[src/rtl/alu_pkg.sv]
// Shared ALU types: operation encoding, the per-byte ALU request struct,
// and the sequencer state enum.
package alu_pkg;

    localparam int unsigned BYTE_W = 8;

    typedef enum logic [1:0] {
        ALU_AND = 2'b00,
        ALU_OR  = 2'b01,
        ALU_ADD = 2'b10,
        ALU_SUB = 2'b11
    } ALU_Operation;

    typedef struct packed {
        logic [BYTE_W-1:0] operand1;
        logic [BYTE_W-1:0] operand2;
        logic              operand3;
        ALU_Operation      operation;
    } ALU_IO;

    typedef enum logic [1:0] {
        S_IDLE = 2'b00,
        S_RUN  = 2'b01,
        S_DONE = 2'b10
    } seq_state_t;

    // Only ADD/SUB propagate a carry between bytes.
    function automatic logic is_arith(input ALU_Operation op);
        return (op == ALU_ADD) || (op == ALU_SUB);
    endfunction

endpackage

[src/rtl/alu_byte_sequencer_if.sv]
// Request/response handshake bundle between a command source and the
// multi-byte ALU sequencer.
interface alu_byte_sequencer_if
    import alu_pkg::*;
#(
    parameter int unsigned NBYTES = 4
) ();

    localparam int unsigned W = BYTE_W * NBYTES;

    logic         req_valid;
    logic         req_ready;
    logic [W-1:0] req_a;
    logic [W-1:0] req_b;
    ALU_Operation req_op;
    logic         req_cin;

    logic         rsp_valid;
    logic         rsp_ready;
    logic [W-1:0] rsp_result;
    logic         rsp_cout;

    modport master (
        output req_valid, req_a, req_b, req_op, req_cin, rsp_ready,
        input  req_ready, rsp_valid, rsp_result, rsp_cout
    );

    modport slave (
        input  req_valid, req_a, req_b, req_op, req_cin, rsp_ready,
        output req_ready, rsp_valid, rsp_result, rsp_cout
    );

endinterface

[src/rtl/alu_byte_sequencer.sv]
// Drives an external 8-bit ALU one byte per cycle (LSB first), chaining carry
// through operand3, and returns the assembled wide result.
module alu_byte_sequencer
    import alu_pkg::*;
#(
    parameter int unsigned NBYTES = 4
) (
    input  logic                    clk,
    input  logic                    rst,
    alu_byte_sequencer_if.slave     bus,
    output ALU_IO                   alu_req,
    input  logic [BYTE_W-1:0]       alu_result,
    input  logic                    alu_cout
);

    localparam int unsigned W     = BYTE_W * NBYTES;
    localparam int unsigned IDX_W = (NBYTES > 1) ? $clog2(NBYTES) : 1;
    localparam int unsigned SEL_W = IDX_W + 3;

    seq_state_t     r_state;
    logic [IDX_W-1:0] r_idx;
    logic           r_carry;
    logic [W-1:0]   r_a;
    logic [W-1:0]   r_b;
    ALU_Operation   r_op;
    logic [W-1:0]   r_result;
    logic           r_cout;

    logic [SEL_W-1:0] w_lsb;
    logic             w_last;

    assign w_lsb  = {r_idx, 3'b000};
    assign w_last = (r_idx == IDX_W'(NBYTES - 1));

    always_ff @(posedge clk or posedge rst) begin
        if (rst) begin
            r_state  <= S_IDLE;
            r_idx    <= '0;
            r_carry  <= 1'b0;
            r_a      <= '0;
            r_b      <= '0;
            r_op     <= ALU_AND;
            r_result <= '0;
            r_cout   <= 1'b0;
        end else begin
            case (r_state)
                S_IDLE: begin
                    if (bus.req_valid) begin
                        r_a     <= bus.req_a;
                        r_b     <= bus.req_b;
                        r_op    <= bus.req_op;
                        r_carry <= is_arith(bus.req_op) & bus.req_cin;
                        r_idx   <= '0;
                        r_state <= S_RUN;
                    end
                end
                S_RUN: begin
                    r_result[w_lsb +: BYTE_W] <= alu_result;
                    r_carry <= is_arith(r_op) & alu_cout;
                    if (w_last) begin
                        r_cout  <= is_arith(r_op) & alu_cout;
                        r_idx   <= '0;
                        r_state <= S_DONE;
                    end else begin
                        r_idx <= r_idx + IDX_W'(1);
                    end
                end
                S_DONE: begin
                    if (bus.rsp_ready) begin
                        r_state <= S_IDLE;
                    end
                end
                default: r_state <= S_IDLE;
            endcase
        end
    end

    // ALU request is idle (zero operands, AND) outside RUN.
    always_comb begin
        alu_req           = '0;
        alu_req.operation = ALU_AND;
        if (r_state == S_RUN) begin
            alu_req.operand1  = r_a[w_lsb +: BYTE_W];
            alu_req.operand2  = r_b[w_lsb +: BYTE_W];
            alu_req.operand3  = r_carry;
            alu_req.operation = r_op;
        end
    end

    assign bus.req_ready  = (r_state == S_IDLE);
    assign bus.rsp_valid  = (r_state == S_DONE);
    assign bus.rsp_result = r_result;
    assign bus.rsp_cout   = r_cout;

endmodule

[src/flat_wrapper.sv]
// flat-port wrapper written by rule: the top's interface ports become plain ports
module alu_byte_sequencer_flat import alu_pkg::*;
#(
    parameter int unsigned NBYTES = 4
)
  (clk, rst, alu_req, alu_result, alu_cout, bus_req_valid, bus_req_a, bus_req_b, bus_req_op, bus_req_cin, bus_rsp_ready, bus_req_ready, bus_rsp_valid, bus_rsp_result, bus_rsp_cout);
  alu_byte_sequencer_if #(.NBYTES(NBYTES)) bus_i ();
  input  logic clk;
  input  logic rst;
  output ALU_IO alu_req;
  input  logic [BYTE_W-1:0] alu_result;
  input  logic alu_cout;
  input wire logic [$bits(bus_i.req_valid)-1:0] bus_req_valid;
  input wire logic [$bits(bus_i.req_a)-1:0] bus_req_a;
  input wire logic [$bits(bus_i.req_b)-1:0] bus_req_b;
  input wire logic [$bits(bus_i.req_op)-1:0] bus_req_op;
  input wire logic [$bits(bus_i.req_cin)-1:0] bus_req_cin;
  input wire logic [$bits(bus_i.rsp_ready)-1:0] bus_rsp_ready;
  output wire logic [$bits(bus_i.req_ready)-1:0] bus_req_ready;
  output wire logic [$bits(bus_i.rsp_valid)-1:0] bus_rsp_valid;
  output wire logic [$bits(bus_i.rsp_result)-1:0] bus_rsp_result;
  output wire logic [$bits(bus_i.rsp_cout)-1:0] bus_rsp_cout;
  assign bus_i.req_valid = bus_req_valid;
  assign bus_i.req_a = bus_req_a;
  assign bus_i.req_b = bus_req_b;
  assign bus_i.req_op = bus_req_op;
  assign bus_i.req_cin = bus_req_cin;
  assign bus_i.rsp_ready = bus_rsp_ready;
  assign bus_req_ready = bus_i.req_ready;
  assign bus_rsp_valid = bus_i.rsp_valid;
  assign bus_rsp_result = bus_i.rsp_result;
  assign bus_rsp_cout = bus_i.rsp_cout;
  alu_byte_sequencer #(.NBYTES(NBYTES)) u_core (.clk(clk), .rst(rst), .bus(bus_i), .alu_req(alu_req), .alu_result(alu_result), .alu_cout(alu_cout));
endmodule
[config.mk]
export PLATFORM = sky130hd
export DESIGN_NAME = alu_byte_sequencer_flat
export DESIGN_NICKNAME = d
export VERILOG_FILES = /design/src/rtl/alu_pkg.sv /design/src/rtl/alu_byte_sequencer_if.sv /design/src/rtl/alu_byte_sequencer.sv /design/src/flat_wrapper.sv
export SDC_FILE = /design/constraint.sdc
export NUM_CORES = 1
export LEC_CHECK = 0
export ABC_AREA = 1
export CAP_MARGIN = 20
export CORE_ASPECT_RATIO = 0.5
export CORE_MARGIN = 1.5
export CORE_UTILIZATION = 41
export DETAILED_ROUTE_END_ITERATION = 8
export HOLD_SLACK_MARGIN = 0.1
export PLACE_DENSITY = 0.81
export SYNTH_ARGS = -nofsm -noshare
export SYNTH_HDL_FRONTEND = slang
export SYNTH_SLANG_ARGS = --single-unit
export TNS_END_PERCENT = 100
[constraint.sdc]
create_clock -name clk -period 3.92 [get_ports clk]
set_input_delay 0.392 -clock clk [delete_from_list [all_inputs] [get_ports clk]]
set_output_delay 0.392 -clock clk [all_outputs]
set_load 0.005 [all_outputs]
**After elaboration in Yosys (flattened, before gate mapping)**

Index checks and enable logic that the tools add are counted.
W data, S select, Z words.

- Add/subtract/negate cells: 2
- $mul: 0
- Divide/modulo/power cells: 0
- Order comparisons: 0
- Equality and inequality tests: 10
- Shift-type cells: 4
- Muxes and demuxes: 11
- Bitwise logic cells: 2
- Reductions and logical operators: 8

Operators by type and width:

| kind | number |
|---|---|
| $shiftx A32 B6 Y8 | 2 |
| $bwmux W32 | 1 |
| $shift A8 B7 Y32 const A | 1 |
| $shiftx A8 B7 Y32 | 1 |
| $mux W19 | 1 |
| $eq A2 B2 Y1 const B | 6 |
| $mux W2 | 5 |
| $neg A5 Y7 | 1 |
| $pmux W2 S3 | 1 |
| $reduce_and A2 Y1 | 3 |
| $ne A2 B2 Y1 const B | 2 |
| $pmux W2 S2 | 1 |
| $reduce_and A3 Y1 | 1 |
| $add A2 B1 Y2 const B | 1 |
| $and A1 B1 Y1 | 2 |
| $eq A2 B1 Y1 const B | 1 |
| $logic_not A2 Y1 | 1 |
| $logic_or A1 B1 Y1 | 2 |
| $ne A2 B1 Y1 const B | 1 |
| $pmux W1 S2 | 1 |
| $reduce_bool A2 Y1 | 1 |
| $mux W1 | 1 |

- Register bits: 104
- Bits in latches: 0
- Bits in writable memories: 0
- ROM bits: 0
- Input bits: 80
- Output and inout port bits: 54
- Logic and storage cells: 45
- Memories kept: 0

**Logic depth before layout (Yosys ltp)**

Gate-level depths: netlist of run 1.

- Word-level depth: 5
- Mapped depth: 9
- Mapped depth without buffers: 7

**Worst setup path after synthesis of run 1**

OpenSTA, ideal clock, no wires.

- Path kind: flip-flop to flip-flop
- From: register u_core.r_idx[1]
- To: register u_core.r_result[0], in the netlist u_core.bus.rsp_result[0]
- Setup time: 0.065 ns
- Arrival: 1.678 ns
- Data required time: 3.855 ns
- Path slack: 2.177 ns
- Stages on the path, launching flop included: 10
- Path buffers: 2
- Period minus slack after synthesis: 1.743 ns
- Cell sequence: dfrtp_1 buf_2 clkinv_1 buf_2 ha_1 inv_1 nand3_1 nor2_4 nand2_1 nand2_1

- Cells in the longest elaborated chain, start to end: 3
- Elaborated cells on any way between the ends: 4
- Classes of those cells: add/sub: 1; shift: 2; mux: 1

RTL lines:

| what | RTL line | RTL |
|---|---|---|
| start, declared | alu_byte_sequencer.sv:21 | `logic [IDX_W-1:0] r_idx;` |
| start signal, assigned | alu_byte_sequencer.sv:65 | `r_idx <= r_idx + IDX_W'(1);` |
| $neg A5 Y7 (*) | alu_byte_sequencer.sv:58 | `r_result[w_lsb +: BYTE_W] <= alu_result;` |
| $shiftx A8 B7 Y32 / $shift A8 B7 Y32 (equally long branches) | alu_byte_sequencer.sv:58 |  |
| $bwmux W32 (*) | alu_byte_sequencer.sv:58 |  |
| end signal, assigned by index | alu_byte_sequencer.sv:58 |  |
| end, declared | alu_byte_sequencer.sv:26 | `logic [W-1:0] r_result;` |

Mark *: on every way between the ends. The rest lies on a longest branch, timed or not.
A chain may end at the register's enable or synchronous reset.

==> results.yml, run 1 <==
global_routing:
  met2_usage_pct: 31.93
  grt_first_pass_wirelength_mm: 20.22
  grt.overflow.total: 0
  grt_pass1_vias: 4116
  top_usage_layer: "met2"
  gr-usage-met3_pct: 5.145
  grt.total_usage_pct: 19.42
  grt_max_degree: 134
  grt_use_met1_pct: 25.70
  antenna_found_initial: 0
finish:
  n_antenna_cell: 0
  area_growth_pct: 33.16
  drive_gt1_share_pct: 14.15
  n_fill_cell: 1119
  nets: 823
  fin_area_mm2: 0.006873
power_and_ir_drop:
  comb_power_share_pct: 49.6
  leakagePower_nw: 3.381
  clkPwrFrac_pct: 17.4
  p_seq_share_pct: 33.0
  switching_share_pct: 39.13
  p_per_area_mw_per_mm2: 767.2
  irDropWorstVdd_uv: 389.9
  power.internal_w: 0.003209
  switchingPower_w: 0.002064
worst_setup_path:
  end_kind: "output pin"
  worstPathCellList: "inv_2 > nor2_4 > inv_2 > a21oi_1 > clkdlybuf4s50_1"
  path_delay_family: "buffers and inverters"
  cp_common_cell: "inv_2"
  crit_arrival_ps: 2170
  critical_path.max_stage_delay_ps: 540
  path_buf_inv: 3
  crit_type: "reg2out"
  ff2ff_setup_slack_ps: 1800
  r2r_start: "u_core.r_idx[1]"
  cpMaxStageDelayCell: "dfrtp_1"
  cp_max_fo: 20
  cp_data_required_time_ps: 3530
  critPathLaunch: "u_core.r_state[0]"
  cp-start-kind: "register"
run:
  maxCapViolations: 0
timing:
  tightest_slew_ps: 1064
  timing.final.crit_share_pct: 65.40
  fmax_ghz: 0.3901
  whs_ps: 391.1
  hold_viol: 0
  relSlewSlack_pct: 29.07
  skew_ps: 5.492
  finalCriticalPeriod_ps: 2564
  finalMaxSlewViolations: 0
  rsz0062_at_grt: "no"
  setup_tns_ps: 0
  setup_viol: 0
synthesis:
  synth_edf_count: 0
  synth_seq_area_share_pct: 50.42
  netlist.area_leader.share_pct: 50.42
  async_reset_ff_share_pct: 100.0
  synthCells: 617
  synth-seq-cells: 104
  yosysWarnings: 0
  synth_cell_type_count: 21
  synth.most_common_cell: "nand2_1"
  yosysTopAreaCell: "dfrtp_1"
  mappedNetlistArea_mm2: 0.005161
  ys_top_cells_by_area: "dfrtp_1 50%, nand2_1 13%, a21oi_2 11%, inv_1 6.0%, nor2_1 5.5%"
  ys.flop_type: "dfrtp_1"
  syn-num-nets: 703
  synth_commonest_cells: "179 x nand2_1, 104 x dfrtp_1, 82 x inv_1"
  postSynthAreaPerCell_um2: 8.365
die:
  die_width_um: 161.7
  die_h_um: 82.34
  dieArea_mm2: 0.01331
  core_mm2: 0.01205
  initial_core_util_pct: 42.83
  boundaryPins: 134
  rows: 28
clocking:
  ctsResizeCount: 0
  clock_sinks: 104
  cts_made_buffers: 9
  cts_setup_buffers: 0
  cts_tree: "yes"
  clock_path_buffers: 2
  path_clk_slew_ps: 70
  htree_levels: 3
  clock_latency_ps: 340
  root_buffer: "clkbuf_16"
  ctsHoldBuffers: 0
routing:
  ant_nets: 0
  drt_wl_total_mm: 12.47
  num_vias: 4215
  first_pass_iters: 4
  drt_iter0_markers: 229
  viasPerCell: 4.647
  avgRoutedWirePerCell_um: 13.75
  drc: 0
worst_hold_path:
  min_path_type: "in2async"
placement:
  place_hpwl_mm: 8.583
  placed_area_mm2: 0.006541
  routabilityCongestion: 0.8022
  port_buffers: 133
run_status:
  status: "completed"
## routing by layer
layer  vias up  part of all wire, %
met2        86                   47
li1       2123                    -
met1      1993                   47
met5         -                    0
met3        13                  5.5
met4         0                  1.1
## sequential cells by signal, indices dropped and copies added, names as in the netlist
register	count
u_core.bus.rsp_cout	1
u_core.r_op	2
u_core.r_b	32
u_core.r_idx	2
u_core.r_state	2
u_core.r_carry	1
u_core.r_a	32
u_core.bus.rsp_result	32
## cell families (layout without fill, tap and decap cells)
group / Yosys count / count (layout) / share of synthesized area, %
adder cells (fa/ha/maj): 6 / 6 / 1.455
flip-flops: 104 / 104 / 50.42
AO/OA/AOI/OAI: 87 / 87 / 13.28
AND/OR/NAND/NOR: 305 / 305 / 24.80
buffers and inverters: 115 / 240 / 10.04
## worst paths after layout
kind,endpoint,depth (start not counted)
setup / recovery,alu_req[7],5
hold / removal,u_core.bus.rsp_result[0],2
setup reg to reg,u_core.bus.rsp_result[3],7
hold reg to reg,u_core.bus.rsp_result[27],2
max in group asynchronous,u_core.r_a[10],4
min in group clk,u_core.bus.rsp_result[27],2
## power groups by stage
stage	sequential, W	clock [W]	combinational, W
finish	0.00174	0.000918	0.00262
global route	0.00179	0.000982	0.00292
floorplan	0.00172	0	0.00166
CTS	0.00174	0.000937	0.00264
global placement	0.00174	0	0.00257
detailed placement	0.00175	0	0.00262
## through the flow
| step | util (%) | total power, W | setup slack, ps | std cells |
|---|---|---|---|---|
| after CTS | 56.80 | 0.005313 | 1305 | 906 |
| final | 57.03 | 0.005273 | 1356 | 907 |
| after detailed placement | 54.28 | 0.004375 | 1692 | 890 |
| after global routing | 57.03 | 0.005688 | 1201 | 907 |
| after floorplan | - | 0.003384 | 795.8 | 617 |
| after global placement | 54.28 | 0.004313 | 1715 | 890 |
## placed cells by master, fill, tap and decap left out, types with 2 or more instances in the layout
cell	Yosys	final
a21oi_1	16	16
o21ai_1	2	2
clkinv_4	0	3
nand3_1	36	36
nor2_4	6	6
nor2_2	3	3
inv_1	82	81
nand3_2	2	2
o21ai_0	2	2
a21oi_2	66	66
nand2_1	179	179
nor2_1	75	75
clkdlybuf4s50_1	0	133
dfrtp_1	104	104
inv_6	0	2
buf_4	0	3
ha_1	6	6
clkbuf_16	0	9
inv_2	4	4
nand2_4	3	2
## layout make-up
type                       instances  area, um^2  share of cell area, %
tap                              165       206.4                  3.004
sequential                       104        2603                  37.87
clock buffer                       9       225.2                  3.277
multi-input combinational        398        2049                  29.82
inverter                          87       329.1                  4.788
clock inverter                     7       78.83                  1.147
timing repair buffer             137        1381                  20.10
Power figures use the tool's default switching activity.
==> run 2, diff against run 1 <==
==> constraint.sdc (replaced) <==
create_clock -name clk -period 2.5 [get_ports clk]
set_input_delay 0.25 -clock clk [delete_from_list [all_inputs] [get_ports clk]]
set_output_delay 0.25 -clock clk [all_outputs]
set_load 0.005 [all_outputs]
==> results.yml, run 2 (same netlist as run 1, synthesis figures left out) <==
run_status:
  status: "completed"
timing:
  finalWorstSetupSlack_ps: 110.2
  tightest_slew_ps: 720.5
  relSlewSlack_pct: 51.87
  skew_ps: 5.890
  finalCriticalPeriod_ps: 2390
  setup_tns_ps: 0
  setup_viol: 0
  fmax_ghz: 0.4184
  hold_viol: 0
  timing.final.crit_share_pct: 95.59
  finalMaxSlewViolations: 0
  rsz0062_at_grt: "no"
global_routing:
  grt.total_usage_pct: 20.28
  grt_pass1_vias: 4321
  grt.overflow.total: 0
  grt_max_degree: 51
  antenna_found_initial: 0
  grt_first_pass_wirelength_mm: 21.07
power_and_ir_drop:
  p_seq_share_pct: 32.8
  p_per_area_mw_per_mm2: 1200
  power.internal_w: 0.005025
  switchingPower_w: 0.003320
  fin_total_pwr_w: 0.008346
  switching_share_pct: 39.79
  irDropWorstVdd_uv: 566.8
  leakagePower_nw: 3.414
  comb_power_share_pct: 51.0
  clkPwrFrac_pct: 16.2
routing:
  num_vias: 4320
  drc: 0
  first_pass_iters: 5
  viasPerCell: 4.716
  ant_nets: 0
  drt_iter0_markers: 236
  avgRoutedWirePerCell_um: 14.11
  drt_wl_total_mm: 12.92
finish:
  fin_util_pct: 57.72
  final_common_cell: "nand2_1"
  n_antenna_cell: 0
  multiInputGateArea_mm2: 0.002049
  layout_common_cells: "179 x nand2_1, 133 x clkdlybuf4s50_1, 103 x dfrtp_1, 81 x inv_1, 75 x nor2_1"
  nets: 833
  area_growth_pct: 34.79
  ff_latch_area_mm2: 0.002604
  n_fill_cell: 1061
  fin_area_mm2: 0.006957
  drive_gt1_share_pct: 15.31
placement:
  dp_worst_setup_slack_ps: 425.0
  place_hpwl_mm: 9.271
  placed_area_mm2: 0.006675
  port_buffers: 133
  routabilityCongestion: 0.8353
die:
  rows: 28
  core_mm2: 0.01205
  die_width_um: 161.7
  die_h_um: 82.34
  initial_core_util_pct: 42.83
  dieArea_mm2: 0.01331
  boundaryPins: 134
worst_setup_path:
  reg2reg_depth: 7
  cp_data_required_time_ps: 2250
  crit_type: "reg2out"
  cp-start-kind: "register"
  ff2ff_setup_slack_ps: 520
  critPathLaunch: "u_core.r_state[0]"
  crit_arrival_ps: 2140
  cp-endpoint: "alu_req[4]"
  cp_max_fo: 20
  r2r_start: "u_core.r_idx[0]"
  end_kind: "output pin"
  rr_endpoint: "u_core.bus.rsp_result[0]"
clocking:
  cts_setup_buffers: 0
  cts_made_buffers: 9
  clock_sinks: 104
  path_clk_slew_ps: 80
  clock_path_buffers: 2
  htree_levels: 3
  cts_tree: "yes"
  clock_latency_ps: 340
  root_buffer: "clkbuf_16"
run:
  maxCapViolations: 0
worst_hold_path:
  min_path_type: "in2async"
-- run 2: changes by cell type in the layout (fill, tap and decap cells not counted), sizes merged --
cell / change
buf: +10
bufinv: -1
clkinv: -2
clkinvlp: +3
inv: -1
-- run 2: repair_timing --
item / in CTS / in global routing
hold buffers: 0 / 0
endpoints found under the setup margin: 0 / 11
endpoints found under the hold margin: 0 / 0
resized for setup: 0 / 1
-- run 2: metrics by stage --
stage	hold WS, ps	cells
global route	424.1	916
floorplan	346.7	617
CTS	379.1	916
finish	367.9	916
global placement	461.0	901
detailed placement	467.4	901
-- run 2: layout make-up --
| cell class | count | area share (%) |
|---|---|---|
| timing repair buffer | 147 | 21.37 |
| inverter | 87 | 4.748 |
| clock inverter | 6 | 0.7914 |
| sequential | 104 | 37.43 |
| clock buffer | 9 | 3.237 |
| multi-input combinational | 398 | 29.46 |
| tap | 165 | 2.968 |
-- run 2: worst min path at each step --
stage,depth (start not counted),slack [ps],from,endpoint
global route,2,420,rst,u_core.bus.rsp_result[6]
CTS,2,380,rst,u_core.bus.rsp_result[6]
global placement,2,460,u_core.bus.rsp_result[18],u_core.bus.rsp_result[18]
finish,2,370,rst,u_core.bus.rsp_result[7]
floorplan,1,350,bus_rsp_ready,u_core.r_state[1]
detailed placement,2,470,u_core.bus.rsp_result[3],u_core.bus.rsp_result[3]
-- run 2: worst max-delay path, cell delays in order (launching register included) --
cell and delay [ps]:
dfrtp_2 480, inv_2 70, nor2_4 210, inv_2 220, a21oi_1 260, clkdlybuf4s50_1 550
-- run 2: power groups by stage --
stage	Sequential, W	Clock, W	Combinational [W]
final	0.00274	0.00135	0.00426
after global routing	0.00281	0.00144	0.00474
after CTS	0.00273	0.00138	0.00428
after detailed placement	0.00275	0	0.00425
after global placement	0.00273	0	0.00416
after floorplan	0.00270	0	0.00261
-- run 2: routing by layer --
layer	part of all wire (%)	track usage (%)	up-vias
li1	-	-	2136
met1	44	25.33	2040
met2	48	35.45	125
met3	6.2	4.995	19
met4	1.6	6.239	0
met5	0	0	-
